<file path="src/rtl/can_pkg.sv">
// Shared types and constants for the CAN transmit scheduler.
package can_pkg;

  localparam int CAN_ID_W   = 11;
  localparam int CAN_DATA_W = 32;

  typedef enum logic [2:0] {
    IDLE,
    SELECT,
    START,
    WAIT,
    RESOLVE
  } sched_state_t;

  localparam logic [1:0] RES_OK       = 2'b00;
  localparam logic [1:0] RES_ARB_LOST = 2'b01;
  localparam logic [1:0] RES_ACK_ERR  = 2'b10;

endpackage

</file>
<file path="src/rtl/can_prio_select.sv">
// Combinational minimum-ID finder; a strict less-than keeps the lowest index on ties.
module can_prio_select
  import can_pkg::*;
#(
  parameter int NUM_MB = 4,
  parameter int IDXW   = $clog2(NUM_MB)
) (
  input  logic [NUM_MB-1:0]                req,
  input  logic [NUM_MB-1:0][CAN_ID_W-1:0]  ids,
  output logic                             valid,
  output logic [IDXW-1:0]                  win_idx
);

  logic [CAN_ID_W-1:0] best_id;

  always_comb begin
    valid   = 1'b0;
    win_idx = '0;
    best_id = '1;
    for (int i = 0; i < NUM_MB; i++) begin
      if (req[i] && (!valid || (ids[i] < best_id))) begin
        valid   = 1'b1;
        win_idx = IDXW'(i);
        best_id = ids[i];
      end
    end
  end

endmodule

</file>
<file path="src/rtl/can_tx_scheduler.sv">
// Mailbox store plus the FSM that feeds the lowest-ID pending frame to the CAN frame engine.
// Engine handshake: frame_start is held until frame_busy is sampled high; frame_done then ends the attempt.
module can_tx_scheduler
  import can_pkg::*;
#(
  parameter int NUM_MB    = 4,
  parameter int IDXW      = $clog2(NUM_MB),
  parameter int MAX_RETRY = 3
) (
  input  logic                  clk,
  input  logic                  n_rst,
  input  logic                  mb_wr_en,
  input  logic [IDXW-1:0]       mb_wr_idx,
  input  logic [CAN_ID_W-1:0]   mb_wr_id,
  input  logic [CAN_DATA_W-1:0] mb_wr_data,
  input  logic [NUM_MB-1:0]     mb_abort,
  output logic                  frame_start,
  output logic [CAN_ID_W-1:0]   frame_id,
  output logic [CAN_DATA_W-1:0] frame_data,
  input  logic                  frame_busy,
  input  logic                  frame_done,
  input  logic [1:0]            frame_result,
  output logic [NUM_MB-1:0]     pending,
  output logic                  tx_ok,
  output logic                  tx_fail,
  output logic [IDXW-1:0]       tx_idx
);

  localparam int RW = $clog2(MAX_RETRY + 1);

  sched_state_t                           state_q, state_d;
  logic [NUM_MB-1:0]                      pending_q, pending_d;
  logic [NUM_MB-1:0][RW-1:0]              retry_q, retry_d;
  logic [NUM_MB-1:0][CAN_ID_W-1:0]        mb_id_q, mb_id_d;
  logic [NUM_MB-1:0][CAN_DATA_W-1:0]      mb_data_q, mb_data_d;
  logic [IDXW-1:0]                        sel_idx_q, sel_idx_d;
  logic                                   frame_start_q, frame_start_d;
  logic [CAN_ID_W-1:0]                    frame_id_q, frame_id_d;
  logic [CAN_DATA_W-1:0]                  frame_data_q, frame_data_d;
  logic [1:0]                             result_q, result_d;

  logic                                   active;
  logic                                   win_valid;
  logic [IDXW-1:0]                        win_idx;
  logic                                   tx_ok_c, tx_fail_c;

  // Aborts raised in the SELECT cycle already remove a mailbox from the race.
  can_prio_select #(.NUM_MB(NUM_MB), .IDXW(IDXW)) u_prio (
    .req     (pending_q & ~mb_abort),
    .ids     (mb_id_q),
    .valid   (win_valid),
    .win_idx (win_idx)
  );

  assign active = (state_q == START) || (state_q == WAIT) || (state_q == RESOLVE);

  always_comb begin
    state_d       = state_q;
    pending_d     = pending_q;
    retry_d       = retry_q;
    mb_id_d       = mb_id_q;
    mb_data_d     = mb_data_q;
    sel_idx_d     = sel_idx_q;
    frame_start_d = frame_start_q;
    frame_id_d    = frame_id_q;
    frame_data_d  = frame_data_q;
    result_d      = result_q;
    tx_ok_c       = 1'b0;
    tx_fail_c     = 1'b0;

    case (state_q)
      IDLE: begin
        if (|pending_q) state_d = SELECT;
      end
      SELECT: begin
        if (win_valid) begin
          sel_idx_d     = win_idx;
          frame_id_d    = mb_id_q[win_idx];
          frame_data_d  = mb_data_q[win_idx];
          frame_start_d = 1'b1;
          state_d       = START;
        end else begin
          state_d = IDLE;
        end
      end
      START: begin
        if (frame_busy) begin
          frame_start_d = 1'b0;
          state_d       = WAIT;
        end
      end
      WAIT: begin
        if (frame_done) begin
          result_d = frame_result;
          state_d  = RESOLVE;
        end
      end
      RESOLVE: begin
        state_d = IDLE;
        if (result_q == RES_OK) begin
          pending_d[sel_idx_q] = 1'b0;
          tx_ok_c              = 1'b1;
        end else if (result_q != RES_ARB_LOST) begin
          // 2'b11 falls here too: any non-ok, non-arbitration result is an ACK error.
          if (retry_q[sel_idx_q] == RW'(MAX_RETRY)) begin
            pending_d[sel_idx_q] = 1'b0;
            retry_d[sel_idx_q]   = '0;
            tx_fail_c            = 1'b1;
          end else begin
            retry_d[sel_idx_q] = retry_q[sel_idx_q] + RW'(1);
          end
        end
      end
      default: state_d = IDLE;
    endcase

    // Host side; the mailbox on the engine is frozen, and a write beats an abort.
    for (int i = 0; i < NUM_MB; i++) begin
      if (mb_abort[i] && !(active && (sel_idx_q == IDXW'(i)))) pending_d[i] = 1'b0;
    end
    if (mb_wr_en && !(active && (mb_wr_idx == sel_idx_q))) begin
      pending_d[mb_wr_idx] = 1'b1;
      retry_d[mb_wr_idx]   = '0;
      mb_id_d[mb_wr_idx]   = mb_wr_id;
      mb_data_d[mb_wr_idx] = mb_wr_data;
    end
  end

  always_ff @(posedge clk or negedge n_rst) begin
    if (!n_rst) begin
      state_q       <= IDLE;
      pending_q     <= '0;
      retry_q       <= '0;
      mb_id_q       <= '0;
      mb_data_q     <= '0;
      sel_idx_q     <= '0;
      frame_start_q <= 1'b0;
      frame_id_q    <= '0;
      frame_data_q  <= '0;
      result_q      <= RES_OK;
    end else begin
      state_q       <= state_d;
      pending_q     <= pending_d;
      retry_q       <= retry_d;
      mb_id_q       <= mb_id_d;
      mb_data_q     <= mb_data_d;
      sel_idx_q     <= sel_idx_d;
      frame_start_q <= frame_start_d;
      frame_id_q    <= frame_id_d;
      frame_data_q  <= frame_data_d;
      result_q      <= result_d;
    end
  end

  assign frame_start = frame_start_q;
  assign frame_id    = frame_id_q;
  assign frame_data  = frame_data_q;
  assign pending     = pending_q;
  assign tx_ok       = tx_ok_c;
  assign tx_fail     = tx_fail_c;
  assign tx_idx      = sel_idx_q;

endmodule
</file>
<file path="config.mk">
export PLATFORM = sky130hd
export DESIGN_NAME = can_tx_scheduler
export DESIGN_NICKNAME = d
export VERILOG_FILES = /design/src/rtl/can_pkg.sv /design/src/rtl/can_prio_select.sv /design/src/rtl/can_tx_scheduler.sv
export SDC_FILE = /design/constraint.sdc
export NUM_CORES = 1
export LEC_CHECK = 0
export CORE_ASPECT_RATIO = 2
export CORE_UTILIZATION = 52
export CTS_CLUSTER_SIZE = 25
export DETAILED_ROUTE_END_ITERATION = 10
export GPL_ROUTABILITY_DRIVEN = 0
export PLACE_DENSITY_LB_ADDON = 0.15
export SLEW_MARGIN = 15
export SYNTH_ARGS = -nofsm -noshare
export SYNTH_HDL_FRONTEND = slang
export SYNTH_SLANG_ARGS = --single-unit
export TNS_END_PERCENT = 20
</file>
<file path="constraint.sdc">
create_clock -name clk -period 6.9 [get_ports clk]
set_clock_uncertainty 0.1 [all_clocks]
set_input_delay 1.035 -clock clk [delete_from_list [all_inputs] [get_ports clk]]
set_output_delay 1.035 -clock clk [all_outputs]
set_load 0.03 [all_outputs]
</file>
==> results of run 1 <==
==> synth_stat cells, drive strengths merged, types with 9 or more instances <==
cell type  number  area share
a221o          43       0.037
mux2i          44       0.038
a21oi          59       0.026
clkbuf         53       0.017
o21ai         110       0.048
o21a           12      0.0079
inv             9      0.0029
dfrtp         235        0.51
ha             30       0.033
mux2          128        0.13
nor2           30      0.0098
nand3           9      0.0039
nand2         218       0.071
buf            23       0.013
==> what timing repair did <==
item / CTS / global route
setup buffers: 0 / 4
pin swaps: 0 / 12
cloned: 0 / 2
hold buffers: 0 / 0
gates resized for setup: 1 / 29
endpoints found under the setup margin: 9 / 45
==> flip-flops by register name, indices dropped and copies added (netlist names), 3 cells and up <==
| signal | flops |
|---|---|
| mb_data_q | 128 |
| mb_id_q | 44 |
| frame_data | 32 |
| frame_id | 11 |
| retry_q | 8 |
| pending | 4 |
| state_q | 3 |
==> kinds of logic (layout without fill, tap and decap cells) <==
kind of cell / after synthesis / count (layout) / synth area share
compound gates: 256 / 256 / 0.143
simple gates: 304 / 306 / 0.112
xor+xnor: 2 / 2 / 0.00152
mux: 174 / 174 / 0.167
buf+inv: 85 / 235 / 0.0328
flops: 235 / 235 / 0.511
fa+ha+maj: 30 / 30 / 0.0326
==> power groups by stage <==
stage	registers [mW]	clock network, mW	logic [mW]
detailed placement	2.20	0	2.02
finish	2.18	1.35	2.06
global route	2.24	1.43	2.23
CTS	2.18	1.37	2.03
global placement	2.19	0	1.98
floorplan	2.28	0	1.10
==> layer usage <==
metal / up-vias / share of wire / track usage
met5: - / 0 / 0
met4: 0 / 0.038 / 0.131
met3: 83 / 0.045 / 0.0273
met2: 296 / 0.53 / 0.527
met1: 4649 / 0.38 / 0.343
li1: 4155 / - / -
==> worst max-delay path, delay by kind of cell <==
family                     cells  cell delay (ns)
buffers and inverters          5             0.84
adders and majority gates      3             0.83
and+or+nand+nor               10             1.83
AOI/OAI and AO/OA             13             2.18
==> how the worst min path moves through the flow <==
stage,start,to,slack (ns),depth (start not counted)
floorplan,state_q[2]$_DFFE_PN0P_,state_q[1]$_DFFE_PN0P_,0.32,1
global placement,mb_data_q[0]$_DFFE_PN0P_,mb_data_q[0]$_DFFE_PN0P_,0.36,2
detailed placement,mb_data_q[0]$_DFFE_PN0P_,mb_data_q[0]$_DFFE_PN0P_,0.36,2
CTS,n_rst,frame_id[5]$_DFFE_PN0P_,0.32,1
global route,n_rst,mb_id_q[17]$_DFFE_PN0P_,0.35,1
finish,n_rst,mb_id_q[17]$_DFFE_PN0P_,0.32,1
==> stage by stage <==
stage | setup TNS (ns) | hold slack, ns | cells | instance area (sq um)
after floorplan | 0 | 0.321 | 1086 | 11500
after global placement | -14.97 | 0.357 | 1466 | 13200
after detailed placement | -22.40 | 0.362 | 1466 | 13200
after CTS | 0 | 0.315 | 1505 | 14000
after global routing | 0 | 0.350 | 1511 | 14200
final | 0 | 0.321 | 1511 | 14200
==> final cells by class <==
cell class              count  share of cell area
repair buffers            187               0.123
clock inverters            14              0.0151
inverters                   9             0.00239
well taps                 273              0.0241
clock buffers              25              0.0418
multi-input cells         768               0.378
flip-flops and latches    235               0.415
==> summary.txt, run 1 <==
Reg-to-Reg End -> frame_data[3]$_DFFE_PN0P_
Switching Fraction -> 0.354
IO Pins -> 108
total wire length -> 31.8 mm
drt pass-1 iters -> 5
drt initial violations -> 642
PortBufs -> 107
logic gate share of total power -> 0.368
Vias -> 9183
Synthesized Nets -> 1172
# diodes -> 0
worst slew pin tran -> 1.10 ns
static leakage -> 6.36 nW
pre-CTS setup slack -> -0.535 ns
FMAX -> 0.155 GHz
Final Max Slew Viols -> 0
Starting Density -> 0.533
Pwr Density -> 395 nW/um^2
CP Capture Point -> frame_data[3]$_DFFE_PN0P_
R2R depth -> 31
die area -> 22800 sq um
Clock Power Share -> 0.242
commonest non-fill, non-tap cells in the layout -> dfrtp_1, nand2_1, mux2_2
Mapped Area -> 11500 sq um
status -> completed
antenna violations before repair -> 0
ratio of cells with drive above 1 in the final layout -> 0.228
Synth Register Bits -> 235
commonest non-fill, non-tap cell in the layout -> dfrtp_1
CTS tree -> yes
Final Critical Period -> 6.44 ns
Synth Instances -> 1086
Int Pwr -> 3.61 mW
Hold Crit Class -> in2async
drt via density -> 6.08
area occupied by multi-input gates -> 5360 sq um
CP Launch Type -> primary input
CTS H-tree depth -> 1
ys async rst share -> 1.00
final period utilization -> 0.934
CP Data Arrival Time -> 6.74 ns
register area -> 5880 sq um
Critical Path Start -> mb_abort[0]
first-pass GRT wire length -> 50.8 mm
Reg power frac -> 0.390
CP Class -> in2reg
Rows -> 76
Worst IR Drop VDD -> 0.313 mV
wire per inst -> 21.0 microns
DP HPWL -> 20.0 mm
Synth cell types -> 55
crit path capture type -> register
area growth from synthesis to layout -> 23.0%
Crit path largest cell delay -> 0.35 ns
clock tree root buffer cell -> clkbuf_16
Die W -> 107 microns
Final Hold Viols -> 0
FF-to-FF setup slack -> 0.68 ns
FILL cells -> 1719
post-route ant nets -> 0
number of max-cap violations -> 0
Post-synth EDFFs -> 0
crit path max fanout -> 22
post-synthesis area per instance -> 10.6 sq um
number of global-route vias before repair -> 9448
final worst setup slack -> 0.457 ns
Clock Latency Late Sink -> 0.53 ns
RSZ-0062 raised after global routing -> no
CP required -> 7.19 ns
grt total ovfl -> 0
TritonCTS Buffers -> 22
post-layout util -> 0.656
Clock Tree Buf Depth -> 3
number of setup violations in the final report -> 0
largest net degree at the start of global routing -> 186
Die H -> 212 microns
GRT Total Usage -> 0.290
register area share after synthesis -> 0.511
Worst-path clk slew -> 0.07 ns
Reg-to-Reg Start -> pending[0]$_DFF_PN0_
CTS sink cnt -> 235
nets -> 1309
yosys synthesis warning count -> 0
total power -> 5.59 mW
drt drc -> 0
Post-synth top flop -> dfrtp_1
Sw Pwr -> 1.98 mW
Max stage delay cell, worst path -> ha_1
Rel. slew slack -> 0.267
core box area -> 21600 sq um
(Power assumes the default switching activity.)
==> run 2: changes to the inputs <==
--- a/config.mk
+++ b/config.mk
@@ -5,7 +5,9 @@
 export SDC_FILE = /design/constraint.sdc
 export NUM_CORES = 1
 export LEC_CHECK = 0
+export ABC_AREA = 1
 export CORE_ASPECT_RATIO = 2
+export CORE_MARGIN = 3
 export CORE_UTILIZATION = 52
 export CTS_CLUSTER_SIZE = 25
 export DETAILED_ROUTE_END_ITERATION = 10
==> run 2 against run 1 <==
Against the previous run: sequential power hardly changed; clock power down 7%; synthesized area is 2.5% higher; via count grew 13%; first-iteration DRC count shrank 1.7%; hold slack better by 0.055 ns; critical path depth rose by 8; flip-flop and latch count unchanged; die area grew 8.2%; largest power group unchanged.
==> summary.txt, run 2 <==
static leakage -> 7.12 nW
Die H -> 219 microns
ranking of synthesized cells by area -> dfrtp_1, nand2_1, o21ai_0
Top Layer Used -> met4
Hold Crit Class -> reg2reg
TritonCTS Buffers -> 23
nets -> 1690
post-route ant nets -> 0
Worst path top cell family by delay -> compound AO/OA/AOI/OAI gates
Hold WS -> 0.376 ns
Synth Register Bits -> 235
Worst-path clk slew -> 0.06 ns
synth cell count leaders -> nand2_1, dfrtp_1, o21ai_0, inv_1, nor2_1
Rows -> 77
DP HPWL -> 20.8 mm
wire per inst -> 17.0 microns
area occupied by multi-input gates -> 5040 sq um
ys async rst share -> 1.00
Final Max Slew Viols -> 0
IO Pins -> 108
commonest non-fill, non-tap cells in the layout -> nand2_1, dfrtp_1, o21ai_0
Hold Path Origin -> mb_data_q[123]$_DFFE_PN0P_
PortBufs -> 107
yosys synthesis warning count -> 0
Post-synth top flop -> dfrtp_1
number of max-cap violations -> 0
post-place instance area -> 13200 sq um
Inst Count DP -> 1854
CP Class -> in2reg
Synth top area share -> 0.499
Finished Layout Cells -> 1894
CTS sink cnt -> 235
final period utilization -> 0.909
Final Critical Period -> 6.27 ns
Die W -> 112 microns
number of setup violations in the final report -> 0
ratio of cells with drive above 1 in the final layout -> 0.0637
core box area -> 22300 sq um
Mapped Area -> 11800 sq um
clock tree root buffer cell -> clkbuf_16
Starting Density -> 0.530
die area -> 24600 sq um
Synthesized Nets -> 1606
Metal-1 WL -> 12.7 mm
RSZ-0062 raised after global routing -> no
area growth from synthesis to layout -> 18.7%
status -> completed
Crit path largest cell delay -> 0.51 ns
Rel. slew slack -> 0.260
drt initial violations -> 631
Max stage delay cell, worst path -> clkdlybuf4s50_1
max FFs per register -> 128
CTS H-tree depth -> 1
register area -> 5880 sq um
CP required -> 7.20 ns
worst slew pin tran -> 1.11 ns
crit path max fanout -> 18
largest net degree at the start of global routing -> 116
routed wl met2 -> 16.6 mm
Critical Path Start -> mb_abort[0]
FILL cells -> 2017
drt via density -> 5.46
Finished Cell Area -> 14000 sq um
antenna violations before repair -> 0
routed wl met3 -> 1.55 mm
number of global-route vias before repair -> 10.4k
CP Launch Type -> primary input
Reg-to-Reg Start -> pending[0]$_DFF_PN0_
Clock Tree Buf Depth -> 3
Yosys top cell by area -> dfrtp_1
crit path capture type -> register
GRT Total Usage -> 0.264
total wire length -> 32.1 mm
grt total ovfl -> 0
Buffers & Inverters on Critical Path -> 6
drt drc -> 0
FMAX -> 0.159 GHz
Synth Instances -> 1520
Vias -> 10.3k
register area share after synthesis -> 0.499
Largest Register -> mb_data_q
top-count cell post-synth -> nand2_1
Post-synth EDFFs -> 0
post-synthesis area per instance -> 7.76 sq um
first-pass GRT wire length -> 52.6 mm
Pwr Density -> 389 nW/um^2
Final Hold Viols -> 0
Clock Latency Late Sink -> 0.52 ns
Synth cell types -> 35
commonest non-fill, non-tap cell in the layout -> nand2_1
CTS tree -> yes
crit-path most repeated cell -> nand2_1
drt pass-1 iters -> 6
Worst IR Drop VDD -> 0.246 mV
CP Data Arrival Time -> 6.57 ns
Setup Fix Bufs, Post-CTS -> 0
# diodes -> 0
## run 2: repair_timing
| action | in CTS | in global routing |
|---|---|---|
| setup endpoints to repair | 0 | 45 |
| hold buffers | 0 | 0 |
| resized for setup | 0 | 10 |
## run 2: cell families after synthesis
| family | synth area share |
|---|---|
| buf+inv | 0.0816 |
| compound gates | 0.115 |
| xor+xnor | 0.00149 |
| simple gates | 0.271 |
| fa+ha+maj | 0.0318 |
| flops | 0.499 |
## run 2: stage by stage
step	TNS [ns]	total power, mW	worst slack [ns]	util
after global placement	-12.59	4.15	-0.330	0.595
after floorplan	0	3.46	0.305	-
final	0	5.45	0.629	0.629
after global routing	0	5.84	0.0458	0.629
after CTS	0	5.47	0.0122	0.627
after detailed placement	-18.59	4.20	-0.460	0.595
## run 2: worst register-to-register path, delay by kind of cell (launching register included)
family | cells | cell delay, ns
AND/OR/NAND/NOR | 20 | 1.76
buffers and inverters | 4 | 0.68
adder cells (fa/ha/maj) | 3 | 0.72
AO/OA/AOI/OAI | 10 | 1.82
flip-flops | 1 | 0.47
## run 2: cell type report
cell class | count | share of cell area
tap | 276 | 0.0247
timing repair buffer | 140 | 0.0993
inverter | 164 | 0.0442
sequential | 235 | 0.420
clock buffer | 28 | 0.0446
multi-input combinational | 1040 | 0.360
clock inverter | 11 | 0.00768
## run 2: final timing paths
check | to | slack (ns) | cells past startpoint
max | frame_data[17]$_DFFE_PN0P_ | 0.63 | 39
min | mb_data_q[123]$_DFFE_PN0P_ | 0.38 | 2
max reg2reg | frame_data[17]$_DFFE_PN0P_ | 1.25 | 37
min reg2reg | mb_data_q[123]$_DFFE_PN0P_ | 0.38 | 2
max in group asynchronous | mb_data_q[126]$_DFFE_PN0P_ | 4.82 | 2
min in group asynchronous | result_q[0]$_DFFE_PN0P_ | 0.49 | 1
## run 2: power breakdown
part	switching, mW	internal (mW)
Clock	0.536	0.716
Sequential	0.323	1.85
Combinational	1.22	0.804
## run 2: layer usage
layer / global-route usage / up-vias
met5: 0 / -
met4: 0.124 / 0
met3: 0.0306 / 85
met2: 0.473 / 314
met1: 0.313 / 4934
li1: - / 5013
==> run 3: changes to the inputs <==
--- a/config.mk
+++ b/config.mk
@@ -8,12 +8,11 @@
 export ABC_AREA = 1
 export CORE_ASPECT_RATIO = 2
 export CORE_MARGIN = 3
-export CORE_UTILIZATION = 52
+export CORE_UTILIZATION = 60
 export CTS_CLUSTER_SIZE = 25
 export DETAILED_ROUTE_END_ITERATION = 10
 export GPL_ROUTABILITY_DRIVEN = 0
 export PLACE_DENSITY_LB_ADDON = 0.15
-export SLEW_MARGIN = 15
 export SYNTH_ARGS = -nofsm -noshare
 export SYNTH_HDL_FRONTEND = slang
 export SYNTH_SLANG_ARGS = --single-unit
==> constraint.sdc (replaced) <==
create_clock -name clk -period 7.55 [get_ports clk]
set_clock_uncertainty 0.1 [all_clocks]
set_input_delay 1.1325 -clock clk [delete_from_list [all_inputs] [get_ports clk]]
set_output_delay 1.1325 -clock clk [all_outputs]
set_load 0.03 [all_outputs]
==> run 3 against run 2 <==
Against the previous run: sequential power shrank 8%; clock power shrank 5%; critical path depth shrank 1; power shrank 7.9%; register-to-register slack lost 0.11 ns.
==> summary.txt, run 3 (synthesis results as in run 2) <==
total wire length -> 31.5 mm
first-pass GRT wire length -> 52.5 mm
Metal-1 WL -> 11.8 mm
Inst Count DP -> 1820
area growth from synthesis to layout -> 17.5%
wire per inst -> 17.0 microns
antenna violations before repair -> 0
Final Critical Period -> 6.98 ns
commonest non-fill, non-tap cells in the layout -> nand2_1, dfrtp_1, o21ai_0
hold-critical path depth -> 2
Reg-to-Reg Start -> pending[0]$_DFF_PN0_
Reg-to-Reg End -> frame_data[9]$_DFFE_PN0P_
Clock Latency Late Sink -> 0.51 ns
Setup TNS -> 0 ns
CP Data Arrival Time -> 7.28 ns
number of setup violations in the final report -> 0
static leakage -> 7.05 nW
Max stage delay cell, worst path -> clkdlybuf4s50_1
PortBufs -> 107
RSZ-0062 raised after global routing -> no
Final Hold Viols -> 0
commonest non-fill, non-tap cell in the layout -> nand2_1
post-route ant nets -> 0
Starting Density -> 0.617
crit path capture type -> register
worst hold endpoint -> mb_data_q[116]$_DFFE_PN0P_
crit-path most repeated cell -> nand2_1
Worst-path clk slew -> 0.07 ns
drt pass-1 iters -> 5
post-layout util -> 0.725
CTS tree -> yes
FILL cells -> 1548
clock tree root buffer cell -> clkbuf_16
Buffers & Inverters on Critical Path -> 5
Setup Fix Bufs, Post-CTS -> 0
drt drc -> 0
largest net degree at the start of global routing -> 124
Largest Register -> mb_data_q
worst slew pin tran -> 1.23 ns
Clock Tree Buf Depth -> 3
die area -> 21500 sq um
Die W -> 105 microns
crit path max fanout -> 21
FF-to-FF setup slack -> 1.14 ns
Hold Crit Class -> reg2reg
Rel. slew slack -> 0.179
final worst setup slack -> 0.568 ns
# diodes -> 0
drt via density -> 5.62
routed wl met3 -> 1.71 mm
CP Launch Type -> primary input
CP required -> 7.85 ns
number of max-cap violations -> 0
R2R depth -> 36
Vias -> 10.4k
CP Class -> in2reg
max FFs per register -> 128
Rows -> 71
core box area -> 19100 sq um
grt total ovfl -> 0
Crit path largest cell delay -> 0.50 ns
final period utilization -> 0.925
pre-CTS setup slack -> 0.231 ns
Pwr Density -> 362 nW/um^2
Worst path top cell family by delay -> simple AND/OR/NAND/NOR gates
CTS H-tree depth -> 1
IO Pins -> 108
routed wl met2 -> 16.4 mm
Die H -> 204 microns
TritonCTS Buffers -> 22
Worst IR Drop VDD -> 0.276 mV
ratio of cells with drive above 1 in the final layout -> 0.0499
Finished Layout Cells -> 1857
Top Layer Used -> met4
nets -> 1675
status -> completed
hold buffers post-CTS -> 0
CTS sink cnt -> 235
Hold Path Origin -> mb_data_q[116]$_DFFE_PN0P_
number of global-route vias before repair -> 10.7k
DP HPWL -> 20.0 mm
drt initial violations -> 590
GRT Total Usage -> 0.302
Final Max Slew Viols -> 0
Resized cells post-CTS -> 0
FMAX -> 0.143 GHz
Hold WS -> 0.375 ns
[run 3: per-stage QoR]
step,power (mW),cell area (sq um)
after CTS,5.03,13900
final,5.02,13900
after global placement,3.77,13100
after detailed placement,3.83,13100
after floorplan,3.16,11800
after global routing,5.36,13900
[run 3: cell type report]
cell class | count | area, sq um | area share
clock inverters | 9 | 168 | 0.0121
repair buffers | 127 | 1260 | 0.0912
clock buffers | 28 | 603 | 0.0435
flip-flops and latches | 235 | 5880 | 0.424
multi-input cells | 1039 | 5000 | 0.361
well taps | 255 | 319 | 0.0230
inverters | 164 | 616 | 0.0444
[run 3: where the power goes]
part | switching [mW] | internal, mW | total, mW
logic | 1.12 | 0.714 | 1.83
registers | 0.309 | 1.69 | 2.00
clock network | 0.482 | 0.705 | 1.19
total | 1.91 | 3.11 | 5.02
[run 3: how the worst max path moves through the flow]
stage	start	endpoint	slack, ns	depth (start not counted)
floorplan	mb_abort[0]	frame_id[0]$_DFFE_PN0P_	0.86	43
global placement	mb_abort[0]	frame_data[17]$_DFFE_PN0P_	0.42	38
detailed placement	mb_abort[0]	frame_data[22]$_DFFE_PN0P_	0.23	38
CTS	mb_abort[0]	frame_data[9]$_DFFE_PN0P_	0.69	38
global route	mb_abort[0]	frame_data[1]$_DFFE_PN0P_	0.01	36
finish	mb_abort[0]	frame_data[9]$_DFFE_PN0P_	0.57	38
[run 3: tightest hold or removal path, delay by kind of cell, from the launching register on]
family	cells	cell delay [ns]
DFF	1	0.33
AOI/OAI and AO/OA	1	0.06
and+or+nand+nor	1	0.05
[run 3: layer usage]
layer / vias up / track usage
met5: - / 0
met3: 112 / 0.0338
met4: 0 / 0.165
met1: 4938 / 0.352
li1: 4992 / -
met2: 388 / 0.539
